## src/rtl/jesd204b_pkg.sv

```systemverilog
// Shared JESD204B constants for the scrambler datapath: polynomial taps, state width,
// default seed and the TX/RX mode encoding.
package jesd204b_pkg;

   localparam int SCR_POLY_TAP_A = 14;
   localparam int SCR_POLY_TAP_B = 15;
   localparam int SCR_STATE_W    = 15;

   localparam logic [SCR_STATE_W-1:0] SCR_DEFAULT_SEED = 15'h7F80;

   typedef enum logic {
      SCR_MODE_TX = 1'b0,
      SCR_MODE_RX = 1'b1
   } scr_mode_e;

endpackage

```

## src/rtl/jesd204b_scr_lane.sv

```systemverilog
// One lane of the 1+x^14+x^15 self-synchronous scrambler/descrambler, MSB first.
// Combinational data path plus the lane's 15-bit history register.
module jesd204b_scr_lane
   import jesd204b_pkg::*;
#(
   parameter int                      DATA_WIDTH = 32,
   parameter logic [SCR_STATE_W-1:0]  INIT_SEED  = SCR_DEFAULT_SEED
) (
   input  logic                   clk,
   input  logic                   reset,
   input  logic                   en,
   input  logic                   mode,
   input  logic                   seed_load,
   input  logic [SCR_STATE_W-1:0] seed_value,
   input  logic                   advance,
   input  logic [DATA_WIDTH-1:0]  d,
   output logic [DATA_WIDTH-1:0]  y
);

   logic [SCR_STATE_W-1:0] st_q;
   logic [SCR_STATE_W-1:0] st_d;
   logic [SCR_STATE_W-1:0] st_start;
   logic [SCR_STATE_W-1:0] st_walk;
   logic                   fb;
   logic                   in_bit;

   // A coincident seed load replaces the history before the beat is walked through it.
   always_comb begin
      st_start = seed_load ? seed_value : st_q;
      st_walk  = st_start;
      y        = d;
      fb       = 1'b0;
      in_bit   = 1'b0;
      if (en) begin
         for (int i = DATA_WIDTH - 1; i >= 0; i--) begin
            fb      = st_walk[SCR_POLY_TAP_B-1] ^ st_walk[SCR_POLY_TAP_A-1];
            y[i]    = d[i] ^ fb;
            in_bit  = (mode == SCR_MODE_RX) ? d[i] : y[i];
            st_walk = {st_walk[SCR_STATE_W-2:0], in_bit};
         end
      end
   end

   always_comb begin
      st_d = st_q;
      if (advance) begin
         st_d = st_walk;
      end else if (seed_load) begin
         st_d = seed_value;
      end
   end

   always_ff @(posedge clk) begin
      if (reset) begin
         st_q <= INIT_SEED;
      end else begin
         st_q <= st_d;
      end
   end

endmodule

```

## src/rtl/jesd204b_scrambler_mlane.sv

```systemverilog
// Multi-lane JESD204B scrambler/descrambler with a valid/ready stream and a single
// registered output stage; each lane keeps its own independent history.
module jesd204b_scrambler_mlane
   import jesd204b_pkg::*;
#(
   parameter int                      LANES      = 4,
   parameter int                      DATA_WIDTH = 32,
   parameter logic [SCR_STATE_W-1:0]  INIT_SEED  = SCR_DEFAULT_SEED
) (
   input  logic                        clk,
   input  logic                        reset,
   input  logic                        cfg_en,
   input  logic                        cfg_mode,
   input  logic                        seed_load,
   input  logic [SCR_STATE_W-1:0]      seed_value,
   input  logic                        s_valid,
   output logic                        s_ready,
   input  logic [LANES*DATA_WIDTH-1:0] s_data,
   output logic                        m_valid,
   input  logic                        m_ready,
   output logic [LANES*DATA_WIDTH-1:0] m_data
);

   localparam int BUS_W = LANES * DATA_WIDTH;

   logic             m_valid_q;
   logic             m_valid_d;
   logic [BUS_W-1:0] m_data_q;
   logic [BUS_W-1:0] m_data_d;
   logic [BUS_W-1:0] lane_y;
   logic             accept;

   assign s_ready = !m_valid_q || m_ready;
   assign accept  = s_valid && s_ready;

   for (genvar k = 0; k < LANES; k++) begin : g_lane
      jesd204b_scr_lane #(
         .DATA_WIDTH (DATA_WIDTH),
         .INIT_SEED  (INIT_SEED)
      ) u_lane (
         .clk        (clk),
         .reset      (reset),
         .en         (cfg_en),
         .mode       (cfg_mode),
         .seed_load  (seed_load),
         .seed_value (seed_value),
         .advance    (accept),
         .d          (s_data[k*DATA_WIDTH +: DATA_WIDTH]),
         .y          (lane_y[k*DATA_WIDTH +: DATA_WIDTH])
      );
   end

   // The output register is the only storage: it refills on accept and empties on a take.
   always_comb begin
      m_valid_d = m_valid_q;
      m_data_d  = m_data_q;
      if (accept) begin
         m_valid_d = 1'b1;
         m_data_d  = lane_y;
      end else if (m_ready) begin
         m_valid_d = 1'b0;
      end
   end

   always_ff @(posedge clk) begin
      if (reset) begin
         m_valid_q <= 1'b0;
         m_data_q  <= '0;
      end else begin
         m_valid_q <= m_valid_d;
         m_data_q  <= m_data_d;
      end
   end

   assign m_valid = m_valid_q;
   assign m_data  = m_data_q;

endmodule
```

## config.mk

```make
export PLATFORM = sky130hd
export DESIGN_NAME = jesd204b_scrambler_mlane
export DESIGN_NICKNAME = d
export VERILOG_FILES = /design/src/rtl/jesd204b_pkg.sv /design/src/rtl/jesd204b_scr_lane.sv /design/src/rtl/jesd204b_scrambler_mlane.sv
export SDC_FILE = /design/constraint.sdc
export NUM_CORES = 1
export LEC_CHECK = 0
export CELL_PAD_IN_SITES_DETAIL_PLACEMENT = 1
export CELL_PAD_IN_SITES_GLOBAL_PLACEMENT = 2
export CORE_MARGIN = 2
export CORE_UTILIZATION = 30
export CTS_CLUSTER_SIZE = 24
export DETAILED_ROUTE_END_ITERATION = 8
export PLACE_DENSITY = 0.91
export SYNTH_ARGS = -nofsm -noshare
export SYNTH_HDL_FRONTEND = slang
export SYNTH_SLANG_ARGS = --single-unit
```

## constraint.sdc

```tcl
create_clock -name clk -period 4.22 [get_ports clk]
set_clock_uncertainty 0.15 [all_clocks]
set_input_delay 0.844 -clock clk [delete_from_list [all_inputs] [get_ports clk]]
set_output_delay 0.844 -clock clk [all_outputs]
set_load 0.05 [all_outputs]
```

Word level (Yosys, flattened, before mapping)
Cells that the tools add are included.
W data, S select, Z words.
{"block": "op_classes", "n_addsub": 0, "mul": 0, "n_div": 0, "magnitude_cmp": 0, "n_eq_ne": 0, "shift": 0, "n_mux": 146, "bitwise_logic": 256, "reduce_logical": 4}
{"op": "$xor A1 B1 Y1", "count": 256}
{"op": "$mux W15", "count": 12}
{"op": "$mux W1", "count": 130}
{"op": "$mux W32", "count": 4}
{"op": "$reduce_bool A2 Y1", "count": 1}
{"op": "$logic_and A1 B1 Y1", "count": 1}
{"op": "$logic_not A1 Y1", "count": 1}
{"op": "$logic_or A1 B1 Y1", "count": 1}
{"block": "totals", "regBits": 189, "latchBits": 0, "ramBits": 0, "romBits": 0, "input_bits": 150, "mem_count": 0}

Depth between registers and ports, before layout
Gate-level depths: netlist (run 1).
{"block": "logic_depth", "depth_word": 12, "mapped_depth": 11, "ltp_nobuf": 7}

Hierarchy
From an unflattened synthesis (run 1), not the netlist that was laid out.
{"block": "unflattened", "cells_unflattened": 1713, "hier_area_um2": 14886.8}
{"mod": "jesd204b_scr_lane", "instances": 4, "cells_per_inst": 281, "area_per_inst_um2": 2331.0, "seq_area_each_um2": 300.3}
{"mod": "jesd204b_scrambler_mlane", "instances": 1, "cells_per_inst": 589, "area_per_inst_um2": 5562.8, "seq_area_each_um2": 2582.5}

Worst setup path before layout (run 1)
Ideal clock, no wire load.
{"block": "synth_path", "kind": "input to register", "startpoint": "in seed_load", "endpoint": "reg m_data_q[66], in the netlist m_data[66]", "arrival_ns": 2.980, "required_ns": 3.982, "setup_slack_ns": 1.002, "cell_stages": 8, "path_cell_list": "buf_4 -> inv_4 -> mux2i_2 -> xnor2_4 -> xnor3_1 -> or4_1 -> a21o_1 -> a311oi_2"}
{"block": "synth_between", "elab_chain_cells": 10}
{"element": "from (decl)", "line_no": "jesd204b_scrambler_mlane.sv:14", "source": "input logic seed_load,"}
{"element": "$mux W15 *"}
{"element": "$xor A1 B1 Y1", "line_no": "jesd204b_scr_lane.sv:36", "source": "fb = st_walk[SCR_POLY_TAP_B-1] ^ st_walk[SCR_POLY_TAP_A-1];"}
{"element": "$xor A1 B1 Y1", "line_no": "jesd204b_scr_lane.sv:37", "source": "y[i] = d[i] ^ fb;"}
{"element": "$mux W1", "line_no": "jesd204b_scr_lane.sv:38", "source": "in_bit = (mode == SCR_MODE_RX) ? d[i] : y[i];"}
{"element": "$xor A1 B1 Y1", "line_no": "jesd204b_scr_lane.sv:36"}
{"element": "$xor A1 B1 Y1", "line_no": "jesd204b_scr_lane.sv:37"}
{"element": "$mux W1", "line_no": "jesd204b_scr_lane.sv:38"}
{"element": "$xor A1 B1 Y1 *", "line_no": "jesd204b_scr_lane.sv:36"}
{"element": "$xor A1 B1 Y1 *", "line_no": "jesd204b_scr_lane.sv:37"}
{"element": "$mux W32 *", "line_no": "jesd204b_scr_lane.sv:34", "source": "if (en) begin"}
{"element": "to (signal assigned)", "line_no": "jesd204b_scrambler_mlane.sv:71", "source": "m_data_q <= m_data_d;"}
{"element": "to (decl)", "line_no": "jesd204b_scrambler_mlane.sv:28", "source": "logic [BUS_W-1:0] m_data_q;"}
Every way passes the cells marked *; elsewhere a longest branch is shown, timed or not.
A chain may end at the register's enable or synchronous reset.

Final worst setup path (run 1)
{"block": "layout_path", "startpoint": "in seed_value[0]", "endpoint": "reg m_data_q[66], in the netlist m_data[66]"}
{"block": "layout_between", "elab_chain_cells": 7}
{"element": "from (decl)", "line_no": "jesd204b_scrambler_mlane.sv:15", "source": "input logic [SCR_STATE_W-1:0] seed_value,"}
{"element": "$mux W15"}
{"element": "$xor A1 B1 Y1", "line_no": "jesd204b_scr_lane.sv:36"}
{"element": "$xor A1 B1 Y1", "line_no": "jesd204b_scr_lane.sv:37"}
{"element": "$mux W1", "line_no": "jesd204b_scr_lane.sv:38"}
{"element": "$xor A1 B1 Y1", "line_no": "jesd204b_scr_lane.sv:36"}
{"element": "$xor A1 B1 Y1", "line_no": "jesd204b_scr_lane.sv:37"}
{"element": "$mux W32", "line_no": "jesd204b_scr_lane.sv:34"}
No other way between the ends.

==> results of run 1 <==
## registers in the layout, summed over array words and instances (netlist names)
signal	flops
g_lane.u_lane.st_q	60
m_valid	1
m_data	128
## through the flow
stage               util, %  cell area [um2]  power [W]
finish                39.59            17580   0.006712
floorplan                 -            13590   0.004025
detailed placement    38.20            16970   0.004999
global route          39.57            17570   0.007074
CTS                   39.55            17570   0.006778
global placement      38.20            16970   0.004937
## power by group through the flow
stage          Sequential, W  Combinational (W)  Clock [W]
2_1_floorplan        0.00250            0.00153          0
3_3_place_gp         0.00214            0.00279          0
3_5_place_dp         0.00215            0.00285          0
4_1_cts              0.00211            0.00287    0.00180
5_1_grt              0.00213            0.00309    0.00186
6_report             0.00211            0.00286    0.00175
## cells by family after synthesis
logic type | after synthesis
xor gates and xnor gates | 281
muxes | 47
and+or+nand+nor | 552
DFF | 189
buffers and inverters | 142
AOI/OAI and AO/OA | 498
## layout make-up
| type | count | area (um2) |
|---|---|---|
| diodes | 6 | 15.01 |
| clock inverters | 11 | 142.6 |
| inverters | 23 | 88.84 |
| multi-input cells | 1378 | 9261 |
| flip-flops and latches | 189 | 3784 |
| clock buffers | 20 | 456.7 |
| repair buffers | 316 | 3093 |
| fillers | 5280 | 26830 |
| well taps | 592 | 740.7 |
## layer usage
metal	vias to the layer above	share of wire [%]	track usage, %
li1	6581	-	-
met1	6636	45	30.47
met2	317	47	39.18
met3	50	5.4	5.283
met4	4	2.4	7.740
met5	-	0.045	0
## critical path, delay by kind of cell
| family | cells | cell delay [ps] |
|---|---|---|
| xor gates and xnor gates | 3 | 1100 |
| and+or+nand+nor | 1 | 510 |
| muxes | 1 | 210 |
| AOI/OAI and AO/OA | 2 | 430 |
| buffers and inverters | 1 | 540 |
## Yosys cell counts, types with 13 or more instances
library cell	n
nand2_1	127
o21a_1	37
a32oi_1	17
a311oi_1	49
or2_0	15
dfxtp_1	189
a221oi_1	13
o21ai_0	120
mux2i_1	37
clkbuf_1	96
xnor2_1	139
a211oi_1	109
nor2_1	233
nor3_1	32
o211a_1	13
inv_1	21
xor2_1	119
or3_1	77
a21o_1	15
a21oi_1	49
nand3_1	15
## worst min-delay path by stage
stage	from	slack, ps	end
2_1_floorplan	g_lane[1].u_lane.st_q[10]$_SDFF_PP1_	320	g_lane[1].u_lane.st_q[10]$_SDFF_PP1_
3_5_place_dp	m_data[38]$_SDFFE_PP0P_	340	m_data[38]$_SDFFE_PP0P_
6_report	m_data[20]$_SDFFE_PP0P_	350	m_data[20]$_SDFFE_PP0P_
3_3_place_gp	m_data[116]$_SDFFE_PP0P_	320	m_data[116]$_SDFFE_PP0P_
4_1_cts	m_data[20]$_SDFFE_PP0P_	350	m_data[20]$_SDFFE_PP0P_
5_1_grt	m_data[36]$_SDFFE_PP0P_	380	m_data[36]$_SDFFE_PP0P_
==> metrics, run 1 <==
Clk pin slew, worst setup/hold paths=70 ps; total congestion overflow=0; maximum number of pins on one net before global-route repair=105; class of the most critical setup path=in -> reg; TritonCTS clock tree=done; terminus of the critical flop-to-flop path=m_data[66]$_SDFFE_PP0P_; antenna violation net count after detailed routing=0; total half-perimeter wirelength after legalization and detailed placement=43,060 um; worst-case setup margin in the final layout=851.9 ps; HP Class=reg -> reg; power spent charging and discharging nets=0.002657 W; actual slew at the worst max-slew pin=950.2 ps; max-capacitance violation count=0; leading cell type in the layout, fill and taps excluded=clkdlybuf4s50_1; I/O pin cnt=280; number of clock sinks=189; initial core utilization=30.59%; leading post-synthesis cells by cell area=dfxtp_1 28%, xnor2_1 9.0%, xor2_1 7.7%, nor2_1 6.4%, a211oi_1 6.0%; vias after detailed routing=13,590; number of hold violations in the final report=0; worst hold stages=2; ratio of final minimum period to clock period=79.81%; Power Density=381.8 nW/um2; Global Route Usage Sum=23.67%; Gate Count Post-Synth=1,709; die boundary width=216.8 um; placer's final routability congestion estimate=0.8646; Iter 0 DRT Violations=678; DR WL/cell=21.98 um; count of different cell masters after synthesis=60; leakage dissipation=6.488 nW; final hold slack=351.3 ps; max frequency=296.9 MHz; sequential fraction of the synthesis area=27.85%; tightest slew margin relative to the limit=36.58%; Worst path slowest cell=clkdlybuf4s50_1; xor and xnor fraction of the mapped netlist area=20.45%; floorplan die area=47,010 um2; Worst EP required=4480 ps; count of buffers from port buffering=279; sequential share of power=31.4%; proportion of netlist area held by the largest area contributor=27.85%; number of register bits inferred by synthesis=189; die span in y=216.8 um; mean instance size in the synthesized netlist=7.950 um2; simple-gate portion of the synthesized area=18.56%; switching share of power=39.58%; largest family of logic cells by synthesized area=compound AO/OA/AOI/OAI gates; number of buffers added by the clock tree synthesis step=17; worst r2r path cells=7; routed via count divided by cell count=5.360; warnings from Yosys=0; placed cells=2,498; time the worst path needs with I/O delays and setup=3368 ps; H-tree lvl count=4; fraction of final layout cells sized beyond drive strength 1=4.904%; crit-path max FO=4; antenna violations before repair=8; setup repair bufs after CTS=0; startpoint of the most critical register-to-register path=g_lane[2].u_lane.st_q[13]$_SDFF_PP1_; Resized Gates After CTS=0; leading cell types in the layout, fill and taps excluded=275 x clkdlybuf4s50_1, 231 x nor2_1, 189 x dfxtp_1, 139 x xnor2_1, 127 x nand2_1; clock network latency to the later pin of the worst-skew pair=500 ps; total negative setup slack=0 ps; final non-filler cell total=2,535; Post-synth ARST share=0%; type of origin of the critical path=primary input; total wire length after detailed routing=55,730 um; final net count=2,075; Layout Area Growth over Synthesis=29.40%; most frequently used flop master after synthesis=dfxtp_1; nets in the synthesized netlist=1,859; Remaining DRCs=0; logic gate share of total power=42.6%; global-route wire length before repair=84,430 um; capturing element of the worst setup path=m_data[66]$_SDFFE_PP0P_; maximum resistive drop on vdd=0.0002885 V; Largest stage delay, worst path=540 ps; dominant cell type by area after synthesis=dfxtp_1; total count of max-transition violations in the final report=0; area fraction in compound gates after synthesis=25.41%; R2R setup slack=1310 ps; Adder-Cell Fraction of Synth Area=0%; final-report setup violation count=0; FP Rows=77; setup repair after global routing missed its margin=false; arrival time reported for the critical path endpoint=3630 ps; quantity of hold-fixing buffers added after cts=0; outcome=complete, no violations; Critical Path End Type=flop; setup slack after placement=349.2 ps; multiplexer share of the synthesized area=3.656%; synthesized area=13,590 um2; standard cell core area=44,410 um2; crit path cell chain=clkdlybuf4s50_1 > xor3_2 > mux2i_1 > xnor2_1 > xnor3_1 > or4_1 > a21o_1 > a311oi_2; CTS Buffer Depth=2; part of the power in the clock network=26.0%; number of detailed-routing iterations run before antenna repair=5; worst setup path start=seed_value[0]; number of enable-type register cells in the synthesized netlist=0; internal power=0.004055 W; Clock Root Buffer=clkbuf_16; via count of the first global-routing pass=13,770
No activity file was read; power rests on OpenSTA's default activity.
==> run 2, diff against run 1 <==
==> constraint.sdc (replaced) <==
create_clock -name clk -period 3.4 [get_ports clk]
set_clock_uncertainty 0.15 [all_clocks]
set_input_delay 0.68 -clock clk [delete_from_list [all_inputs] [get_ports clk]]
set_output_delay 0.68 -clock clk [all_outputs]
set_load 0.05 [all_outputs]
==> run 2 against run 1 <==
Compared with the run above:
- via count grew 3.3%
- global-route usage grew 0.79 points
- register-to-register slack lost 800 ps
- worst setup slack lost 510 ps
- critical path type unchanged
- largest power group unchanged
- highest routed layer unchanged
==> metrics, run 2 (same netlist as run 1, synthesis figures left out) <==
outcome=complete, no violations; setup repair after global routing missed its margin=false; ratio of final minimum period to clock period=89.93%; Largest stage delay, worst path=520 ps; type of origin of the critical path=primary input; depth of the critical timing path with buffers and inverters included=9; crit-path max FO=4; utilization after layout=40.97%; setup slack after placement=-186.3 ps; worst hold stages=2; leakage dissipation=6.868 nW; max-capacitance violation count=0; dpl cell area=17,570 um2; Worst path slowest cell=clkdlybuf4s50_1; actual slew at the worst max-slew pin=812.2 ps; total half-perimeter wirelength after legalization and detailed placement=44,410 um; routed via count divided by cell count=5.387; maximum number of pins on one net before global-route repair=125; floorplan die area=47,010 um2; TritonCTS clock tree=done; number of detailed-routing iterations run before antenna repair=5; CTS Buffer Depth=2; total wire length after detailed routing=57,520 um; worst r2r path cells=9; die span in y=216.8 um; Clock Root Buffer=clkbuf_16; maximum resistive drop on vdd=0.0003622 V; logic gate share of total power=43.4%; Clk pin slew, worst setup/hold paths=70 ps; Critical Path End Type=flop; final-report setup violation count=0; placer's final routability congestion estimate=0.8861; internal power=0.005247 W; number of buffers added by the clock tree synthesis step=17; clock network latency to the later pin of the worst-skew pair=520 ps; leading cell types in the layout, fill and taps excluded=275 x clkdlybuf4s50_1, 231 x nor2_1, 189 x dfxtp_1, 139 x xnor2_1, 127 x nand2_1; DR WL/cell=22.08 um; final net count=2,148; gate family responsible for the most delay along the worst path=simple AND/OR/NAND/NOR gates; Power Density=474.7 nW/um2; global-route wire length before repair=87,210 um; max frequency=327.1 MHz; vias after detailed routing=14,030; leading cell type in the layout, fill and taps excluded=clkdlybuf4s50_1; Layout Area Growth over Synthesis=33.93%; Iter 0 DRT Violations=827; switching share of power=39.26%; Resized Gates After CTS=0; Worst EP required=3650 ps; part of the power in the clock network=26.3%; number of clock sinks=189; final hold slack=348.7 ps; via count of the first global-routing pass=14,480; I/O pin cnt=280; fraction of final layout cells sized beyond drive strength 1=8.358%; H-tree lvl count=4; Remaining DRCs=0; tightest slew margin relative to the limit=45.80%; worst-case setup margin in the final layout=342.5 ps; quantity of hold-fixing buffers added after cts=0; antenna violation net count after detailed routing=0; antenna violations before repair=5; crit path cell chain=clkdlybuf4s50_1 > xnor2_2 > buf_4 > mux2_2 > nand2_1 > xnor3_1 > and3_1 > or4_1 > a311oi_1; total congestion overflow=0; sequential share of power=30.3%; max FFs per register=128; power spent charging and discharging nets=0.003391 W; time the worst path needs with I/O delays and setup=3057 ps; total count of max-transition violations in the final report=0; setup repair bufs after CTS=0; standard cell core area=44,410 um2; design area=18,200 um2; FP Rows=77; number of hold violations in the final report=0; number of fill cells=5,301; HP Class=reg -> reg; Total Power=0.008638 W; arrival time reported for the critical path endpoint=3300 ps; count of buffers from port buffering=279; class of the most critical setup path=in -> reg; Global Route Usage Sum=24.46%; die boundary width=216.8 um; CP bufs+invs=2; initial core utilization=30.59%
## run 2: cell types whose count changed in the layout (fill, tap and decap cells not counted)
cell / before / now
bufinv_16: 3 / 4
clkinv_2: 4 / 2
clkbuf_8: 2 / 1
diode_2: 6 / 3
clkinv_4: 2 / 0
inv_6: 0 / 4
buf_12: 3 / 7
buf_4: 36 / 105
## run 2: power groups by stage
stage	Clock (W)	Combinational, W	Sequential (W)
4_1_cts	0.00235	0.00376	0.00262
2_1_floorplan	0	0.00189	0.00310
3_5_place_dp	0	0.00373	0.00267
6_report	0.00227	0.00375	0.00262
5_1_grt	0.00243	0.00404	0.00264
3_3_place_gp	0	0.00365	0.00266
## run 2: through the flow
| stage | setup TNS (ps) | instances |
|---|---|---|
| 6_report | 0 | 2605 |
| 5_1_grt | 0 | 2603 |
| 4_1_cts | 0 | 2602 |
| 3_5_place_dp | -1031 | 2571 |
| 3_3_place_gp | -72.16 | 2571 |
| 2_1_floorplan | 0 | 1709 |
## run 2: final timing paths
path         slack (ps)                                    to                            startpoint
max                 340               m_data[98]$_SDFFE_PP0P_                        seed_value[13]
max reg2reg         510  g_lane[2].u_lane.st_q[13]$_SDFF_PP1_  g_lane[2].u_lane.st_q[11]$_SDFF_PP1_
min                 350               m_data[28]$_SDFFE_PP0P_               m_data[28]$_SDFFE_PP0P_
min reg2reg         350               m_data[28]$_SDFFE_PP0P_               m_data[28]$_SDFFE_PP0P_
## run 2: metal layers
metal	up-vias	track usage, %	wire length (um)
li1	6719	-	-
met1	6885	31.16	25460
met2	346	39.88	26770
met3	78	5.451	3271
met4	4	10.14	1989
met5	-	0	32
## run 2: final cells by class
class	count	area [um2]	share of cell area, %
repair buffers	389	3691	20.28
clock inverters	12	180.2	0.9902
clock buffers	19	442.9	2.434
inverters	23	88.84	0.4882
diodes	3	7.507	0.04126
multi-input cells	1378	9261	50.90
well taps	592	740.7	4.071
flip-flops and latches	189	3784	20.79
## run 2: worst register-to-register path, cell delays in order, from the launching register on
cell and delay [ps]:
dfxtp_1 520, xor2_1 350, mux2i_1 190, buf_4 170, xor2_1 350, buf_4 260
and3b_1 180, o21ai_0 210, xor2_1 240, a22oi_1 120
